<file path="src/rtl/tcm_loader.sv">
// tcm_loader: assembles an inbound little-endian byte stream into 32-bit
// words and writes them to consecutive TCM addresses, wrapping at N_ENTRIES.
// Optional feature macro: TCM_LOADER_CHECKSUM_EN -- after the last write the
// loaded region is read back and summed into checksum_o.
// All outputs are registered; they are decoded from the next state so they
// line up with the state they describe.
module tcm_loader #(
    parameter int N_ENTRIES = 1024,
    localparam int AW = $clog2(N_ENTRIES)
) (
    input  logic          clk_i,
    input  logic          rst_i,
    input  logic          start_i,
    input  logic [AW-1:0] base_i,
    input  logic [AW:0]   nwords_i,
    input  logic [7:0]    byte_i,
    input  logic          byte_valid_i,
    output logic          byte_ready_o,
    output logic          mem_en_o,
    output logic          mem_we_o,
    output logic [3:0]    mem_be_o,
    output logic [AW-1:0] mem_addr_o,
    output logic [31:0]   mem_data_o,
    input  logic [31:0]   mem_data_i,
    input  logic          mem_ready_i,
    output logic          busy_o,
    output logic          done_o
`ifdef TCM_LOADER_CHECKSUM_EN
    ,
    output logic [31:0]   checksum_o
`endif
);

    localparam logic [2:0] ST_IDLE    = 3'd0;
    localparam logic [2:0] ST_COLLECT = 3'd1;
    localparam logic [2:0] ST_WRITE   = 3'd2;
    localparam logic [2:0] ST_RD_REQ  = 3'd3;
    localparam logic [2:0] ST_RD_WAIT = 3'd4;
    localparam logic [2:0] ST_DONE    = 3'd5;

    // Word address increment that wraps at N_ENTRIES (need not be a power of 2).
    function automatic logic [AW-1:0] addr_inc(input logic [AW-1:0] a);
        logic [AW-1:0] n;
        if (a == AW'(N_ENTRIES - 1)) begin
            n = AW'(0);
        end else begin
            n = a + AW'(1);
        end
        return n;
    endfunction

    logic [2:0]    r_state;
    logic [AW-1:0] r_addr;
    logic [AW:0]   r_cnt;
    logic [AW:0]   r_nwords;
    logic [1:0]    r_bidx;
    logic [31:0]   r_word;
    logic          r_byte_ready;
    logic          r_mem_en;
    logic          r_mem_we;
    logic [3:0]    r_mem_be;
    logic          r_busy;
    logic          r_done;

    logic [2:0]    w_state_nxt;
    logic [AW-1:0] w_addr_nxt;
    logic [AW:0]   w_cnt_nxt;
    logic [AW:0]   w_nwords_nxt;
    logic [1:0]    w_bidx_nxt;
    logic [31:0]   w_word_nxt;
    logic [AW:0]   w_cnt_inc;
    logic          w_xfer;

`ifdef TCM_LOADER_CHECKSUM_EN
    logic [AW-1:0] r_base;
    logic [31:0]   r_checksum;
    logic [AW-1:0] w_base_nxt;
    logic [31:0]   w_checksum_nxt;
`else
    // Read-back inputs have no consumer when the checksum feature is absent.
    logic w_unused_rd;
    assign w_unused_rd = ^{mem_data_i, mem_ready_i};
`endif

    assign w_xfer    = byte_valid_i & r_byte_ready;
    assign w_cnt_inc = r_cnt + (AW+1)'(1);

    // Next-state and datapath computation for the load / read-back sequence.
    always_comb begin
        w_state_nxt  = r_state;
        w_addr_nxt   = r_addr;
        w_cnt_nxt    = r_cnt;
        w_nwords_nxt = r_nwords;
        w_bidx_nxt   = r_bidx;
        w_word_nxt   = r_word;
`ifdef TCM_LOADER_CHECKSUM_EN
        w_base_nxt     = r_base;
        w_checksum_nxt = r_checksum;
`endif
        case (r_state)
            ST_IDLE: begin
                if (start_i) begin
`ifdef TCM_LOADER_CHECKSUM_EN
                    w_checksum_nxt = 32'h0000_0000;
                    w_base_nxt     = base_i;
`endif
                    if (nwords_i != (AW+1)'(0)) begin
                        w_addr_nxt   = base_i;
                        w_nwords_nxt = nwords_i;
                        w_cnt_nxt    = (AW+1)'(0);
                        w_bidx_nxt   = 2'd0;
                        w_word_nxt   = 32'h0000_0000;
                        w_state_nxt  = ST_COLLECT;
                    end else begin
                        // Empty load: finish without touching memory or the stream.
                        w_state_nxt  = ST_DONE;
                    end
                end else begin
                    w_state_nxt = ST_IDLE;
                end
            end
            ST_COLLECT: begin
                if (w_xfer) begin
                    w_word_nxt[{r_bidx, 3'b000} +: 8] = byte_i;
                    w_bidx_nxt = r_bidx + 2'd1;
                    if (r_bidx == 2'd3) begin
                        w_state_nxt = ST_WRITE;
                    end else begin
                        w_state_nxt = ST_COLLECT;
                    end
                end else begin
                    w_state_nxt = ST_COLLECT;
                end
            end
            ST_WRITE: begin
                w_addr_nxt = addr_inc(r_addr);
                w_cnt_nxt  = w_cnt_inc;
                if (w_cnt_inc < r_nwords) begin
                    w_state_nxt = ST_COLLECT;
                end else begin
`ifdef TCM_LOADER_CHECKSUM_EN
                    // Rewind to the start of the region for the read-back pass.
                    w_addr_nxt  = r_base;
                    w_cnt_nxt   = (AW+1)'(0);
                    w_state_nxt = ST_RD_REQ;
`else
                    w_state_nxt = ST_DONE;
`endif
                end
            end
`ifdef TCM_LOADER_CHECKSUM_EN
            ST_RD_REQ: begin
                w_state_nxt = ST_RD_WAIT;
            end
            ST_RD_WAIT: begin
                if (mem_ready_i) begin
                    w_checksum_nxt = r_checksum + mem_data_i;
                    w_addr_nxt     = addr_inc(r_addr);
                    w_cnt_nxt      = w_cnt_inc;
                    if (w_cnt_inc < r_nwords) begin
                        w_state_nxt = ST_RD_REQ;
                    end else begin
                        w_state_nxt = ST_DONE;
                    end
                end else begin
                    w_state_nxt = ST_RD_WAIT;
                end
            end
`endif
            ST_DONE: begin
                w_state_nxt = ST_IDLE;
            end
            default: begin
                w_state_nxt = ST_IDLE;
            end
        endcase
    end

    // State, datapath and next-state-decoded output registers.
    always_ff @(posedge clk_i) begin
        if (rst_i) begin
            r_state      <= ST_IDLE;
            r_addr       <= AW'(0);
            r_cnt        <= (AW+1)'(0);
            r_nwords     <= (AW+1)'(0);
            r_bidx       <= 2'd0;
            r_word       <= 32'h0000_0000;
            r_byte_ready <= 1'b0;
            r_mem_en     <= 1'b0;
            r_mem_we     <= 1'b0;
            r_mem_be     <= 4'h0;
            r_busy       <= 1'b0;
            r_done       <= 1'b0;
        end else begin
            r_state      <= w_state_nxt;
            r_addr       <= w_addr_nxt;
            r_cnt        <= w_cnt_nxt;
            r_nwords     <= w_nwords_nxt;
            r_bidx       <= w_bidx_nxt;
            r_word       <= w_word_nxt;
            r_byte_ready <= (w_state_nxt == ST_COLLECT);
            r_mem_en     <= (w_state_nxt == ST_WRITE) || (w_state_nxt == ST_RD_REQ);
            r_mem_we     <= (w_state_nxt == ST_WRITE);
            r_mem_be     <= (w_state_nxt == ST_WRITE) ? 4'hF : 4'h0;
            r_busy       <= (w_state_nxt != ST_IDLE);
            r_done       <= (w_state_nxt == ST_DONE);
        end
    end

`ifdef TCM_LOADER_CHECKSUM_EN
    // Read-back base and running checksum; checksum holds from DONE to next start.
    always_ff @(posedge clk_i) begin
        if (rst_i) begin
            r_base     <= AW'(0);
            r_checksum <= 32'h0000_0000;
        end else begin
            r_base     <= w_base_nxt;
            r_checksum <= w_checksum_nxt;
        end
    end

    assign checksum_o = r_checksum;
`endif

    assign byte_ready_o = r_byte_ready;
    assign mem_en_o     = r_mem_en;
    assign mem_we_o     = r_mem_we;
    assign mem_be_o     = r_mem_be;
    assign mem_addr_o   = r_addr;
    assign mem_data_o   = r_word;
    assign busy_o       = r_busy;
    assign done_o       = r_done;

endmodule
</file>
<file path="config.mk">
export PLATFORM = sky130hd
export DESIGN_NAME = tcm_loader
export DESIGN_NICKNAME = d
export VERILOG_FILES = /design/src/rtl/tcm_loader.sv
export SDC_FILE = /design/constraint.sdc
export NUM_CORES = 1
export LEC_CHECK = 0
export BUFFER_PORTS_ARGS = -buffer_cell sky130_fd_sc_hd__buf_4
export CORE_AREA = 2 2 105 107
export DETAILED_ROUTE_END_ITERATION = 10
export DIE_AREA = 0 0 107 109
export HOLD_SLACK_MARGIN = 0.1
export PLACE_DENSITY = 0.72
export SYNTH_ARGS = -nofsm -noshare
export SYNTH_HDL_FRONTEND = slang
export SYNTH_SLANG_ARGS = --single-unit
</file>
<file path="constraint.sdc">
create_clock -name clk_i -period 2.4 [get_ports clk_i]
set_input_delay 0.48 -clock clk_i [delete_from_list [all_inputs] [get_ports clk_i]]
set_output_delay 0.48 -clock clk_i [all_outputs]
set_load 0.1 [all_outputs]
</file>
Word level (Yosys, flattened, before mapping)
Index checks and enable logic that the tools add are counted.
{"block": "totals", "register_bits": 78, "inputBits": 66, "out_inout_bits": 51, "elab_cells": 63}
{"block": "classes", "addsub": 4, "magnitude_cmp": 1, "eq_ne": 11, "shifts": 2, "mux": 23, "bitwise": 1, "reduce_logical": 9}
{"cell": "$mux 32", "n": 3}
{"cell": "$pmux 32 s2", "n": 1}
{"cell": "$bwmux 32", "n": 1}
{"cell": "$shift 8x7->32 const A", "n": 1}
{"cell": "$shiftx 8x7->32", "n": 1}
{"cell": "$mux 10", "n": 3}
{"cell": "$mux 11", "n": 2}
{"cell": "$pmux 11 s2", "n": 1}
{"cell": "$pmux 10 s2", "n": 1}
{"cell": "$mux 3", "n": 4}
{"cell": "$add 11x1->11 const B", "n": 1}
{"cell": "$lt 11x11->1", "n": 1}
{"cell": "$reduce_bool 11->1", "n": 1}
{"cell": "$add 10x1->10 const B", "n": 1}
{"cell": "$eq 10x10->1 const B", "n": 1}
{"cell": "$eq 3x2->1 const B", "n": 3}
{"cell": "$pmux 3 s3", "n": 1}
{"cell": "$mux 2", "n": 4}
{"cell": "$neg 5->7", "n": 1}
{"cell": "$eq 3x1->1 const B", "n": 2}
{"cell": "$ne 2x2->1 const B", "n": 3}
{"cell": "$reduce_and 3->1", "n": 2}
{"cell": "$mux 4", "n": 1}
{"cell": "$pmux 2 s2", "n": 1}
{"cell": "9 further kinds", "n": 10}

Longest topological paths before layout
{"block": "logic_depth", "ltp_word": 6, "depth_mapped": 11, "depth_no_buf": 11}

Worst setup path after synthesis
Ideal clock, no wire load.
{"block": "synth_path", "kind": "register -> register", "start": "reg r_cnt[0]", "end": "reg r_byte_ready (netlist: byte_ready_o)", "setup_ns": 0.060, "arrival_ns": 2.322, "required_ns": 2.340, "path_slack_ns": 0.019, "path_stages_with_launch": 12, "path_buffers": 0, "synth_period_minus_slack_ns": 2.381, "cell_sequence": "dfxtp_1 -> ha_1 -> and3_1 -> and3_1 -> nand3_1 -> xnor2_1 -> ha_1 -> and4_1 -> a21oi_1 -> a21oi_1 -> a211oi_1 -> and2_1"}
{"block": "synth_between", "elab_chain_len": 5}
{"item": "start, declared", "line": "54", "source": "logic [AW:0] r_cnt;"}
{"item": "start signal, assigned", "line": "184", "source": "r_cnt <= (AW+1)'(0);"}
{"item": "start signal, assigned", "line": "197", "source": "r_cnt <= w_cnt_nxt;"}
{"item": "$add 11x1->11", "line": "86", "source": "assign w_cnt_inc = r_cnt + (AW+1)'(1);"}
{"item": "$lt 11x11->1", "line": "138", "source": "if (w_cnt_inc < r_nwords) begin"}
{"item": "$mux 3", "line": "138"}
{"item": "$pmux 3 s3", "line": "100", "source": "case (r_state)"}
{"item": "$eq 3x1->1", "line": "201", "source": "r_byte_ready <= (w_state_nxt == ST_COLLECT);"}
{"item": "end signal, assigned", "line": "201"}
{"item": "end, declared", "line": "58", "source": "logic r_byte_ready;"}
Every way passes these cells.
A chain may end at the register's enable or synchronous reset.

Worst setup path in the final report
Ends and elaborated chain as after synthesis.

==> reports/metrics.yaml <==
floorplanning:
  io_pins: 117
  die-area_mm2: 0.0117
  die_x_um: 107
  die_height_um: 109
  start_util_pct: 33.9
  core_mm2: 0.0106
  placementRows: 38
place:
  routabilityCongestion: 0.831
  portBuffers: 83
  dp_worst_setup_slack_ps: 0.849
  place_inst: 626
  dpl-instance-area_mm2: 0.00441
  detailed_place_hpwl_um: 6570
finish:
  design_area_mm2: 0.00470
  seqCellArea_mm2: 0.00149
  multi_input_area_mm2: 0.00198
  diodes: 0
  area_growth_pct: 30.8
  final_nets: 581
  final_cell_mix: "102 x buf_4, 70 x dfxtp_1, 39 x nand2_1"
  nFillCells: 1017
  final_layout_size_suffix_gt1_share_pct: 30.2
  final_cells: 643
  mostFrequentLayoutCell: "buf_4"
route:
  wirelength_um: 8930
  vias: 3242
  post_drt_via_cell_ratio: 5.04
  ant_nets: 0
  drc: 0
  drtPass1Iterations: 4
  wire_per_inst_um: 13.9
  drtIter0Drc: 158
sta:
  max_freq_mhz: 435
  finalCriticalPeriod_ps: 2300
  hold_viol: 0
  finClkSkew_ps: 11.2
  setup_viol: 0
  worst_pin_slew_ps: 511
  drv_slew: 0
  whs_ps: 359
  min_period_over_period_pct: 95.7
  fin_ws_ps: 103
  relSlewSlack_pct: 65.6
  rsz0062_at_grt: "no"
  tns_ps: 0
setup_path:
  crit_path_end_kind: "flip-flop"
  crit_path_start_kind: "flip-flop"
  arrival_ps: 2590
  crit_type: "flip-flop to flip-flop"
  worstPathRequired_ps: 2700
  worstPathMaxFanout: 3
global_routing:
  grt_overflow: 0
  grt_pass1_vias: 3084
  antenna_found_initial: 0
  grt_usage_pct: 15.7
  grt_max_degree: 38
  grt_pass1_wl_um: 14700
cts:
  clkLatencyLatePin_ps: 360
  cts_root_buf: "clkbuf_8"
  cts_buffers: 9
  clock_path_buffers: 2
  cts.hold.buffers_added: 0
  tritoncts: "yes"
  htree_levels: 3
  cts.sinks: 74
  clk_pin_slew_ps: 90
yosys:
  syn_avg_cell_area_um2: 8.85
  synthFlopType: "dfxtp_1"
  syn_inst: 406
  syn-num-nets: 489
  ys_types: 57
  async_flop_share_pct: 0
  synth_edf_count: 0
  seq_area_frac_synth_pct: 41.2
  ys_ff_latch: 74
  netlist_area_mm2: 0.00359
  ys.warnings.count: 0
power:
  leakage_nw: 1.95
  pwr_density_cell_mw_per_mm2: 589
  vdd_drop_max_mv: 0.272
run_status:
  status: "complete, no violations"
job:
  max_cap_violations: 0
min_path:
  min_path_type: "input pin to flip-flop"
==> repair_timing <==
item,4_1_cts,5_1_grt
buffers inserted,0,2
endpoints found under the setup margin,3,3
resized for setup,5,12
pin swaps,0,6
==> cells by family (layout without fill, tap and decap cells) <==
kind of cell             count (synthesis)  after routing  share of synthesized area [%]
flip-flops                              74             74                           41.2
buffers and inverters                   38            135                           5.33
multiplexers                             1              1                          0.279
AO/OA/AOI/OAI                          102            102                           19.1
AND/OR/NAND/NOR                        163            163                           25.4
XOR/XNOR                                11             11                           2.68
adder cells (fa/ha/maj)                 17             17                           5.92
==> per-layer routing <==
metal / vias up / track usage, % / part of all wire, %
li1: 1625 / - / -
met1: 1515 / 20.0 / 46
met2: 92 / 26.4 / 48
met3: 10 / 3.35 / 4.6
met4: 0 / 5.47 / 1.3
met5: - / 0 / 0
==> layout make-up <==
type	instances	share of cell area, %
flip-flops and latches	74	31.6
repair buffers	103	16.7
inverters	16	1.28
clock buffers	10	2.93
multi-input cells	294	42.2
clock inverters	6	1.54
well taps	140	3.73
==> cells in the mapped netlist, drive strengths merged (3+ instances only) <==
cell / instances / share of area [%]
or3: 3 / 0.52
nand2b: 17 / 3.0
buf: 13 / 2.7
a21oi: 28 / 4.5
nand2: 39 / 4.1
ha: 17 / 5.9
xor2: 6 / 1.5
nor4b: 3 / 1.1
o21ai: 27 / 3.8
or4: 3 / 0.73
a21o: 5 / 1.0
a22o: 16 / 3.9
xnor2: 5 / 1.2
nand3: 29 / 4.0
nor3b: 5 / 1.2
a211oi: 5 / 1.0
clkbuf: 9 / 0.94
or2: 3 / 0.52
dfxtp: 74 / 41
nor2: 35 / 3.8
a31oi: 7 / 1.2
o31ai: 3 / 1.0
and3: 5 / 0.87
nor3: 7 / 1.4
nor4: 5 / 2.1
inv: 16 / 1.7
==> through the flow <==
| step | utilization [%] | total power (W) |
|---|---|---|
| floorplan | - | 0.00163 |
| global placement | 41.6 | 0.00176 |
| detailed placement | 41.6 | 0.00176 |
| CTS | 43.8 | 0.00279 |
| global route | 44.3 | 0.00289 |
| finish | 44.3 | 0.00277 |
==> final timing paths <==
check | end | from | slack [ps] | cells past startpoint
setup / recovery | byte_ready_o$_SDFF_PP0_ | r_cnt[0]$_SDFFE_PP0P_ | 100 | 11
hold / removal | mem_data_o[14]$_SDFFE_PP0P_ | byte_i[6] | 360 | 2
setup reg to reg | byte_ready_o$_SDFF_PP0_ | r_cnt[0]$_SDFFE_PP0P_ | 100 | 11
hold reg to reg | r_nwords[8]$_SDFFE_PP0P_ | r_nwords[8]$_SDFFE_PP0P_ | 460 | 2
==> power breakdown <==
group	total [W]	switching, W	internal, W
logic	0.000447	0.000304	0.000143
registers	0.00129	0.0000324	0.00126
clock network	0.00103	0.000509	0.000520
==> critical path: stages, from the launching register on <==
cell      delay [ps]
dfxtp_2          360
ha_4             140
and3_4           190
and3_4           210
nand3_4           80
xnor2_2          160
ha_1             330
and4_4           170
nand3_1           80
nor2_1            60
a211oi_2         300
and2_1           160
==> registers in the layout, summed over array words and instances, names as in the netlist <==
register and flops:
r_cnt 11, r_state 3, done_o 1, mem_be_o 1
byte_ready_o 1, r_nwords 11, mem_data_o 32, mem_en_o 1
busy_o 1, r_bidx 2, mem_addr_o 10
Note: power is estimated with default switching activity, not from simulation.
